**src/rtl/serial_twos_complementer.sv**
```systemverilog
// Bit-serial two's complementer: negates a WIDTH-bit operand LSB-first over WIDTH cycles.
// Optional overflow flag (most-negative operand) enabled by defining TWOS_COMP_OVF_EN.
module serial_twos_complementer #(
  parameter int WIDTH = 8
) (
  input  logic             clk,
  input  logic             rst,
  input  logic             in_valid,
  output logic             in_ready,
  input  logic [WIDTH-1:0] in_data,
  output logic             out_valid,
  input  logic             out_ready,
  output logic [WIDTH-1:0] out_data
`ifdef TWOS_COMP_OVF_EN
  ,
  output logic             ovf
`endif
);

  localparam int CW = $clog2(WIDTH);

  typedef enum logic [1:0] {
    IDLE  = 2'd0,
    SHIFT = 2'd1,
    DONE  = 2'd2
  } state_t;

  state_t            state_q, state_d;
  logic [WIDTH-1:0]  opnd_q;
  logic [WIDTH-1:0]  res_q;
  logic [WIDTH-1:0]  out_q;
  logic [CW-1:0]     cnt_q;
  logic              carry_q;
  logic              last_bit;
  logic              sum_bit;
  logic [WIDTH-1:0]  res_shift;

  // Single full-adder stage: A = ~operand bit, B = 0, Cin = registered carry.
  assign sum_bit   = ~opnd_q[0] ^ carry_q;
  assign res_shift = {sum_bit, res_q[WIDTH-1:1]};
  assign last_bit  = (cnt_q == CW'(WIDTH - 1));

  always_comb begin
    state_d   = state_q;
    in_ready  = 1'b0;
    out_valid = 1'b0;
    case (state_q)
      IDLE: begin
        in_ready = 1'b1;
        if (in_valid) state_d = SHIFT;
      end
      SHIFT: begin
        if (last_bit) state_d = DONE;
      end
      DONE: begin
        out_valid = 1'b1;
        if (out_ready) state_d = IDLE;
      end
      default: state_d = IDLE;
    endcase
  end

  always_ff @(posedge clk) begin
    if (rst) state_q <= IDLE;
    else     state_q <= state_d;
  end

  always_ff @(posedge clk) begin
    if (rst) begin
      opnd_q  <= '0;
      res_q   <= '0;
      out_q   <= '0;
      cnt_q   <= '0;
      carry_q <= 1'b0;
    end else begin
      case (state_q)
        IDLE: begin
          if (in_valid) begin
            opnd_q  <= in_data;
            carry_q <= 1'b1;
            cnt_q   <= '0;
          end
        end
        SHIFT: begin
          opnd_q  <= opnd_q >> 1;
          res_q   <= res_shift;
          carry_q <= ~opnd_q[0] & carry_q;
          // Counter stops at WIDTH-1 so it never wraps; the full result is published here.
          if (last_bit) out_q <= res_shift;
          else          cnt_q <= cnt_q + CW'(1);
        end
        default: ;
      endcase
    end
  end

  assign out_data = out_q;

`ifdef TWOS_COMP_OVF_EN
  logic ovf_q;

  always_ff @(posedge clk) begin
    if (rst)                           ovf_q <= 1'b0;
    else if (state_q == IDLE && in_valid) ovf_q <= (in_data == {1'b1, {(WIDTH-1){1'b0}}});
  end

  assign ovf = ovf_q;
`endif

endmodule

```
**config.mk**
```make
export PLATFORM = sky130hd
export DESIGN_NAME = serial_twos_complementer
export DESIGN_NICKNAME = d
export VERILOG_FILES = /design/src/rtl/serial_twos_complementer.sv
export SDC_FILE = /design/constraint.sdc
export NUM_CORES = 1
export LEC_CHECK = 0
export ABC_AREA = 1
export BUFFER_PORTS_ARGS = -buffer_cell sky130_fd_sc_hd__buf_2
export CORE_UTILIZATION = 54
export CTS_CLUSTER_DIAMETER = 50
export DETAILED_ROUTE_END_ITERATION = 12
export GPL_TIMING_DRIVEN = 0
export PLACE_DENSITY = 0.87
export RECOVER_POWER = 25
export SLEW_MARGIN = 25
export SYNTH_ARGS = -nofsm -noshare
export SYNTH_HDL_FRONTEND = slang
export SYNTH_SLANG_ARGS = --single-unit
```
**constraint.sdc**
```tcl
create_clock -name clk -period 1.3 [get_ports clk]
set_input_delay 0.26 -clock clk [delete_from_list [all_inputs] [get_ports clk]]
set_output_delay 0.26 -clock clk [all_outputs]
set_load 0.01 [all_outputs]
```
==> results of run 1 <==
[worst min-delay path by stage]
stage                     startpoint          to  slack (ns)  cells after the start
final                            rst  state_q[1]        0.13                      2
after global routing             rst  state_q[1]        0.11                      2
after CTS                        rst  state_q[1]        0.12                      2
after detailed placement     carry_q     carry_q        0.45                      2
after global placement       carry_q     carry_q        0.43                      2
after floorplan                  rst   opnd_q[7]        0.33                      1
[power breakdown]
part	internal (mW)	switching, mW
logic	0.138	0.177
clock network	0.205	0.315
registers	0.944	0.0355
total	1.29	0.528
[cells by family (layout without fill, tap and decap cells)]
logic type	Yosys count	after routing	share of synthesized area (%)
and+or+nand+nor	106	107	33.5
DFF	29	29	45.3
AOI/OAI and AO/OA	22	22	9.47
buffers and inverters	22	60	8.79
adders and majority gates	3	3	2.93
[final cells by class]
| class | count | area share [%] |
|---|---|---|
| inverter | 16 | 4.30 |
| clock inverter | 2 | 0.614 |
| clock buffer | 6 | 2.53 |
| buffer | 6 | 3.23 |
| timing repair buffer | 30 | 11.6 |
| sequential | 29 | 36.1 |
| multi-input combinational | 132 | 39.5 |
| tap | 28 | 2.15 |
[per-stage QoR]
stage	cell area, sq um	setup TNS, ns	hold WS (ns)	power, mW	utilization (%)
3_5_place_dp	1420	-0.486	0.452	1.26	63.6
2_1_floorplan	1280	0	0.329	1.19	-
6_report	1630	0	0.132	1.81	72.9
5_1_grt	1630	-0.0786	0.109	1.92	72.9
4_1_cts	1550	0	0.123	1.78	69.4
3_3_place_gp	1420	-0.205	0.434	1.25	63.6
[layout by cell type (no fill, tap or decap), types with 3 or more instances in the layout]
cell type  instances
nand2_1           44
inv_1             12
nand3_1            7
dfxtp_1           25
buf_6              6
o21ai_1            3
o21ai_0           13
a21oi_1            4
nor2_1            50
clkbuf_4           5
buf_2             12
clkbuf_1          10
dfxtp_2            3
nor2_4             5
buf_4              8
[layer usage]
layer / global-route usage (%) / wire (um) / vias to the layer above
li1: - / - / 640
met1: 29.0 / 1300 / 576
met2: 44.0 / 1490 / 35
met3: 10.0 / 142 / 10
met4: 14.4 / 81 / 0
met5: 0 / 0 / -
[repair_timing]
item,in CTS,in global routing
setup buffers,4,5
setup endpoints to repair,12,15
cloned,1,0
pin swaps,2,4
endpoints found under the hold margin,0,0
gates resized for setup,13,12
hold buffers,0,0
[registers in the layout, summed over array words and instances (netlist names)]
register and count:
carry_q 1, res_q 7, opnd_q 8, state_q 2, cnt_q 3, out_data 8
[worst max-delay path: cells and delay by family, from the launching register on]
family        cells  cell delay (ns)
simple gates      1             0.12
buf+inv           2             0.16
flops             1             0.41
==> impl_metrics.json, run 1 <==
{
  "area.growth.synth_to_final_pct": 27.1,
  "route.antenna.remaining_nets": 0,
  "num-nets-final": 235,
  "syn-num-nets": 197,
  "fin_cells": 249,
  "postRouteWirelength_um": 3010,
  "n_antenna_cell": 0,
  "report.final.hold_viol_count": 0,
  "dp_slack_ns": -0.111,
  "drv_slew": 0,
  "synthArstFlopShare_pct": 0,
  "grt_setup_unrepaired": "yes",
  "cp_cell_sequence": "inv_8 -> nor2_4 -> buf_6",
  "min_period_over_period_pct": 98.6,
  "number_of_antenna_violations_at_the_first_check_in_global_routing": 0,
  "syn-cell-area_sq_um": 1280,
  "reg2reg_from": "state_q[0]",
  "yosys.cell_count.top_type": "nor2_1",
  "timing.critical_path.from_type": "flop",
  "multi_input_comb_area_sq_um": 643,
  "worst_clock_skew_ns": 0.00494,
  "most_used_dff_post_synth": "dfxtp_1",
  "clock-sinks": 29,
  "synth_top_cell_by_area": "dfxtp_1",
  "worst_setup_path_startpoint": "state_q[1]",
  "power_per_cell_area_nw_per_um2": 1110,
  "clock_latency_of_the_later_clocked_register_in_the_worst_skew_pair_ns": 0.33,
  "setup_viol_count_final": 0,
  "vias_after_detailed_routing": 1261,
  "ys_seq_area_share_pct": 45.3,
  "via_per_inst": 5.06,
  "tritoncts_clock_tree": "yes",
  "synth.ff_latch_count": 29,
  "destination_of_the_worst_register_to_register_timing_path": "opnd_q[5]",
  "die_y_um": 50.7,
  "setup.worst_path.end_class": "output pin",
  "drt-wirelength-per-cell_um": 12.1,
  "fmax_ghz": 0.780,
  "critical_path_peak_fanout": 3,
  "die_area_sq_um": 2570,
  "critical_path.endpoint": "out_valid",
  "syn_inst": 182,
  "clock_path_buffers": 2,
  "fin_crit_ns": 1.28,
  "slew_headroom_pct": 70.9,
  "layout_setup_ws_ns": 0.0177,
  "critical_path_arrival_ns": 1.02,
  "critical_path.max_stage_delay_ns": 0.41,
  "numCtsBuffers": 5,
  "detailedPlacementHpwl_um": 1910,
  "clk_tree_root_cell": "clkbuf_4",
  "placementRows": 17,
  "count_of_flip_flops_with_a_built_in_enable_after_synthesis": 0,
  "drc_errors": 0,
  "layout-drive-gt1-share_pct": 23.5,
  "io_pins": 22,
  "synth.yosys.warnings": 0,
  "critPathKind": "flop to output pin",
  "power_leakage_nw": 0.782,
  "drv_cap": 0,
  "reg2reg_slack_ns": 0.04,
  "layout.area.seq_sq_um": 588,
  "drt_first_iter_violations": 22,
  "min_path_type": "primary input to flop",
  "grt_max_degree": 11,
  "chipWidth_um": 50.7,
  "globalplace.congestion": 0.765,
  "worst_setup_hold_path_clk_slew_ns": 0.09,
  "worst-r2r-cell-count": 7,
  "effective_utilization_at_floorplan_pct": 57.4,
  "number_of_global_route_vias_before_repair": 1198,
  "timing_worst_slew_pin_value_ns": 0.437,
  "globalRouteTotalUtil_pct": 26.5,
  "worst_path_max_delay_cell": "dfxtp_4",
  "portBuffers": 21,
  "worst_ep_required_time_ns": 1.04,
  "core_sq_um": 2230,
  "grt_first_pass_wirelength_um": 4940,
  "number_of_distinct_standard_cells_referenced_by_the_synthesized_netlist": 14,
  "synth.top_cells.by_area": "dfxtp_1, nor2_1, nand2_1",
  "drt_first_pass_iters": 4,
  "post_synth.cell_area_avg_sq_um": 7.04,
  "overflow": 0,
  "post_synth_top_cells": "nor2_1, nand2_1, dfxtp_1",
  "vdd_drop_max_uv": 1120,
  "place_inst": 231,
  "run_status": "finished, final reports clean",
  "yosys.area.top_type_share_pct": 45.3,
  "cts_max_level": 2,
  "fillCellCount": 185
}
No activity file was read; power rests on OpenSTA's default activity.
==> inputs of run 2 (changes only) <==
Settings changed: GPL_TIMING_DRIVEN 0 to default, SLEW_MARGIN 25 to 20.
==> run 2 against run 1 <==
  * The flow now finishes with violations (setup timing)
  * Count of clock-buffer cells in the layout is 1 higher
  * Combinational power is 5% lower
  * Largest cell class unchanged
  * Highest routed layer unchanged
  * Wire length is 0.43% higher
  * Critical path depth is 5 higher
  * Non-clock buffer count is 3 higher
==> impl_metrics.json, run 2 (synthesis results as in run 1) <==
{
  "run_status": "finished with violations",
  "failed_checks": "setup timing",
  "fin_crit_ns": 1.33,
  "drv_cap": 0,
  "numCtsBuffers": 5,
  "overflow": 0,
  "worst-r2r-cell-count": 8,
  "finalInstanceArea_sq_um": 1690,
  "layout.cells.most_common": "nor2_1",
  "critical_path_peak_fanout": 5,
  "placementRows": 17,
  "hold_path_startpoint": "rst",
  "number_of_antenna_violations_at_the_first_check_in_global_routing": 0,
  "dpl_cell_area_sq_um": 1420,
  "die_area_sq_um": 2570,
  "vdd_drop_max_uv": 1060,
  "most_frequent_cells_in_the_layout": "nor2_1, nand2_1, dfxtp_1, buf_2",
  "reg2reg_slack_ns": -0.03,
  "drt_first_iter_violations": 35,
  "timing.critical_path.from_type": "flop",
  "portBuffers": 21,
  "cp_num_cells": 8,
  "clock_path_buffers": 2,
  "drv_slew": 0,
  "via_per_inst": 4.98,
  "layout-drive-gt1-share_pct": 31.6,
  "vias_after_detailed_routing": 1261,
  "critical_path.max_stage_delay_ns": 0.37,
  "report.final.hold_viol_count": 0,
  "fillCellCount": 175,
  "timing.critical_path.buf_inv": 3,
  "min_period_over_period_pct": 102,
  "power_leakage_nw": 0.837,
  "grt_first_pass_wirelength_um": 4280,
  "core_sq_um": 2230,
  "multi_input_comb_area_sq_um": 661,
  "share_comb_of_total_power_pct": 15.5,
  "hold_slack_ns": 0.113,
  "worst_ep_required_time_ns": 1.53,
  "effective_utilization_at_floorplan_pct": 57.4,
  "area.growth.synth_to_final_pct": 32.1,
  "layout_setup_ws_ns": -0.0303,
  "drt_first_pass_iters": 6,
  "reg2reg_from": "cnt_q[0]",
  "worst_setup_hold_path_clk_slew_ns": 0.09,
  "power_frac_clock_pct": 33.1,
  "grt_setup_unrepaired": "yes",
  "post_layout_total_power_mw": 1.92,
  "holdPathEnd": "state_q[0]",
  "globalRouteTotalUtil_pct": 23.2,
  "setup.worst_path.end_class": "flop",
  "route.antenna.remaining_nets": 0,
  "drc_errors": 0,
  "critPathKind": "flop to flop",
  "cts_max_level": 2,
  "clock_latency_of_the_later_clocked_register_in_the_worst_skew_pair_ns": 0.34,
  "critical_path.top_delay_family": "flip-flops",
  "clk_tree_root_cell": "clkbuf_4",
  "ctsHoldBuffers": 0,
  "min_path_type": "primary input to flop",
  "n_antenna_cell": 0,
  "num-nets-final": 239,
  "timing_worst_slew_pin_value_ns": 0.419,
  "number_of_global_route_vias_before_repair": 995,
  "globalplace.congestion": 0.833,
  "worst_path_max_delay_cell": "dfxtp_2",
  "die_y_um": 50.7,
  "place_inst": 232,
  "detailedPlacementHpwl_um": 1750,
  "slew_headroom_pct": 71.9,
  "net_switching_share_of_the_total_power_pct": 28.0,
  "tritoncts_clock_tree": "yes",
  "critical_path_arrival_ns": 1.56,
  "cp_cell_sequence": "ha_4 -> ha_4 -> inv_4 -> nor2_4 -> buf_6 -> inv_6 -> nor2_4 -> nor2_1",
  "worst_clock_skew_ns": 0.00964,
  "drt-wirelength-per-cell_um": 12.0,
  "setup_viol_count_final": 2,
  "min_delay_path_depth": 2,
  "power.internal_mw": 1.38,
  "layout.area.seq_sq_um": 591,
  "clock-sinks": 29,
  "chipWidth_um": 50.7,
  "switching_power_uw": 537,
  "fin_cells": 253,
  "grt_max_degree": 20,
  "postRouteWirelength_um": 3030,
  "io_pins": 22,
  "power.share.sequential_pct": 51.3,
  "power_per_cell_area_nw_per_um2": 1130,
  "fmax_ghz": 0.752,
  "destination_of_the_worst_register_to_register_timing_path": "out_data[7]"
}
-- run 2: changes by cell type in the layout (fill, tap and decap cells not counted), moves of 4 or more --
cell      change
nor2_1        -5
buf_4         +8
clkbuf_1     -10
nor2_2        +4
buf_2         +8
-- run 2: per-stage QoR --
stage | TNS (ns) | util (%) | setup WS, ns
finish | -0.0423 | 75.8 | -0.0303
global route | -0.606 | 75.8 | -0.114
CTS | -0.0273 | 68.5 | -0.0273
detailed placement | -0.0239 | 63.6 | -0.0114
global placement | 0 | 63.6 | 0.0210
floorplan | 0 | - | 0.128
-- run 2: area by class of cell --
class                   count  area share, %
multi-input cells         132           39.0
flip-flops and latches     29           34.9
repair buffers             39           15.0
inverters                  16           4.43
clock buffers               7           3.84
well taps                  28           2.07
repair inverters            1          0.443
clock inverters             1          0.296
-- run 2: power groups by stage --
stage,registers [mW],logic [mW],clock network (mW)
3_3_place_gp,0.999,0.251,0
6_report,0.986,0.298,0.637
5_1_grt,0.993,0.331,0.677
4_1_cts,0.976,0.272,0.641
2_1_floorplan,0.988,0.203,0
3_5_place_dp,1.00,0.255,0
-- run 2: per-layer routing --
layer / share of wire, % / wire [um] / global-route usage, %
met5: 0 / 0 / 0
met4: 2.9 / 87 / 12.5
met3: 4.6 / 138 / 7.27
met2: 49 / 1470 / 37.6
met1: 44 / 1330 / 27.1
-- run 2: how the worst max path moves through the flow --
| stage | to | startpoint |
|---|---|---|
| after global placement | out_data[7] | cnt_q[0] |
| after detailed placement | out_data[5] | cnt_q[0] |
| after global routing | out_data[7] | cnt_q[0] |
| final | out_data[7] | cnt_q[0] |
| after floorplan | out_data[0] | cnt_q[0] |
| after CTS | out_valid | state_q[0] |
-- run 2: what timing repair did --
| action | in CTS | in global routing |
|---|---|---|
| gates resized for setup | 9 | 23 |
| endpoints found under the setup margin | 10 | 15 |
| buffers inserted | 1 | 10 |
| pin swaps | 1 | 4 |
| cloned | 1 | 1 |
| hold endpoints to repair | 0 | 0 |
==> inputs of run 3 (changes only) <==
Settings changed: REMOVE_ABC_BUFFERS from default to 1.
==> run 3 against run 2 <==
  * The flow still finishes with violations (setup timing)
  * Non-clock buffer count fell by 7
  * Combinational power fell by 3%
  * Sequential share of layout area rose by 2.3 points
  * Via count fell by 5.6%
==> impl_metrics.json, run 3 (synthesis results as in run 1) <==
{
  "run_status": "finished with violations",
  "failed_checks": "setup timing",
  "grt_max_degree": 17,
  "setup_viol_count_final": 1,
  "worst_clock_skew_ns": 0.00971,
  "slew_headroom_pct": 73.6,
  "min_period_over_period_pct": 100,
  "report.final.hold_viol_count": 0,
  "n_antenna_cell": 0,
  "number_of_antenna_violations_at_the_first_check_in_global_routing": 0,
  "place_inst": 232,
  "holdPathEnd": "state_q[1]",
  "grt_setup_unrepaired": "yes",
  "power.share.sequential_pct": 51.8,
  "clock-sinks": 29,
  "die_y_um": 50.7,
  "timing.critical_path.from_type": "flop",
  "clock_path_buffers": 2,
  "portBuffers": 21,
  "drv_slew": 0,
  "numCtsBuffers": 5,
  "power_leakage_nw": 0.776,
  "drv_cap": 0,
  "layout-drive-gt1-share_pct": 25.3,
  "postRouteWirelength_um": 2650,
  "min_path_type": "primary input to flop",
  "worst_setup_hold_path_clk_slew_ns": 0.09,
  "finish.utilization_pct": 71.0,
  "via_per_inst": 4.86,
  "most_frequent_cells_in_the_layout": "nor2_1, nand2_1, dfxtp_1, o21ai_0, buf_2",
  "core_sq_um": 2230,
  "critical_path_arrival_ns": 1.53,
  "route.top_layer_used": "met4",
  "overflow": 0,
  "num-nets-final": 231,
  "fmax_ghz": 0.768,
  "worst_setup_path_startpoint": "cnt_q[0]",
  "net_switching_share_of_the_total_power_pct": 26.8,
  "timing_worst_slew_pin_value_ns": 0.395,
  "setup.worst_path.end_class": "flop",
  "power_frac_clock_pct": 32.9,
  "layout_setup_ws_ns": -0.00171,
  "io_pins": 22,
  "power_per_cell_area_nw_per_um2": 1190,
  "setup_tns_ns": -0.00171,
  "met3_layer_wire_length_in_the_routed_design_um": 137,
  "reg2reg_from": "cnt_q[0]",
  "destination_of_the_worst_register_to_register_timing_path": "out_data[1]",
  "cts_max_level": 2,
  "clock_latency_of_the_later_clocked_register_in_the_worst_skew_pair_ns": 0.33,
  "critical_path_peak_fanout": 9,
  "switching_power_uw": 507,
  "route.antenna.remaining_nets": 0,
  "hold_path_startpoint": "rst",
  "min_delay_path_depth": 2,
  "globalRouteTotalUtil_pct": 22.5,
  "drt_first_pass_iters": 4,
  "hold_slack_ns": 0.134,
  "chipWidth_um": 50.7,
  "placementRows": 17,
  "grt_first_pass_wirelength_um": 4220,
  "reg2reg_slack_ns": -0.002,
  "layout.cells.most_common": "nor2_1",
  "tritoncts_clock_tree": "yes",
  "dp_slack_ns": -0.0143,
  "share_comb_of_total_power_pct": 15.3,
  "vias_after_detailed_routing": 1191,
  "effective_utilization_at_floorplan_pct": 57.4,
  "power.internal_mw": 1.38,
  "vdd_drop_max_uv": 1020,
  "drt_first_iter_violations": 26,
  "globalplace.congestion": 0.762,
  "worst_ep_required_time_ns": 1.53,
  "drt-wirelength-per-cell_um": 10.8,
  "wirelength_met1_um": 1170,
  "fin_crit_ns": 1.30,
  "number_of_global_route_vias_before_repair": 948,
  "worst-r2r-cell-count": 7,
  "die_area_sq_um": 2570,
  "area.growth.synth_to_final_pct": 23.8,
  "clk_tree_root_cell": "clkbuf_4",
  "detailedPlacementHpwl_um": 1630,
  "critPathKind": "flop to flop",
  "fin_cells": 245,
  "detailroute.wirelength.met2_um": 1320,
  "drc_errors": 0
}
[run 3: changes by cell type in the layout (fill, tap and decap cells not counted), sizes merged]
cell,before,now
buf,39,25
clkbuf,7,14
clkinvlp,1,0
[run 3: routing by layer]
metal / vias to the layer above / GRT usage (%)
met5: - / 0
met4: 0 / 6.94
met3: 4 / 9.09
met2: 32 / 36.2
met1: 524 / 27.4
li1: 631 / -
[run 3: how the worst max path moves through the flow]
stage | end | cells past startpoint
2_1_floorplan | cnt_q[0] | 6
3_3_place_gp | out_data[5] | 7
3_5_place_dp | out_data[7] | 7
4_1_cts | in_ready | 2
5_1_grt | out_valid | 3
6_report | out_data[1] | 7
[run 3: worst max-delay path, cell delays in order, from the launching register on]
cell	delay (ns)
dfxtp_2	0.34
ha_1	0.14
ha_2	0.20
inv_2	0.07
nor2_4	0.18
inv_4	0.09
nor2_1	0.12
nor2_1	0.07
[run 3: power groups by stage]
stage | clock network (mW) | logic [mW] | registers, mW
global placement | 0 | 0.259 | 0.998
finish | 0.622 | 0.290 | 0.979
floorplan | 0 | 0.171 | 0.995
global route | 0.683 | 0.332 | 0.987
detailed placement | 0 | 0.263 | 1.00
CTS | 0.632 | 0.280 | 0.973
[run 3: per-stage QoR]
stage | area, sq um | power (mW)
2_1_floorplan | 1230 | 1.17
3_3_place_gp | 1430 | 1.26
3_5_place_dp | 1430 | 1.26
4_1_cts | 1550 | 1.88
5_1_grt | 1590 | 2.00
6_report | 1590 | 1.89
[run 3: layout make-up]
| type | instances | area, sq um |
|---|---|---|
| fillers | 187 | 647 |
| well taps | 28 | 35.0 |
| clock inverters | 1 | 5.00 |
| flip-flops and latches | 29 | 591 |
| clock buffers | 7 | 65.1 |
| inverters | 16 | 65.1 |
| multi-input cells | 132 | 626 |
| repair buffers | 32 | 200 |
[run 3: timing repair]
item / 4_1_cts / 5_1_grt
hold buffers: 0 / 0
cloned: 0 / 1
pin swaps: 2 / 3
buffers inserted: 4 / 0
gates resized for setup: 6 / 15
endpoints found under the setup margin: 10 / 14
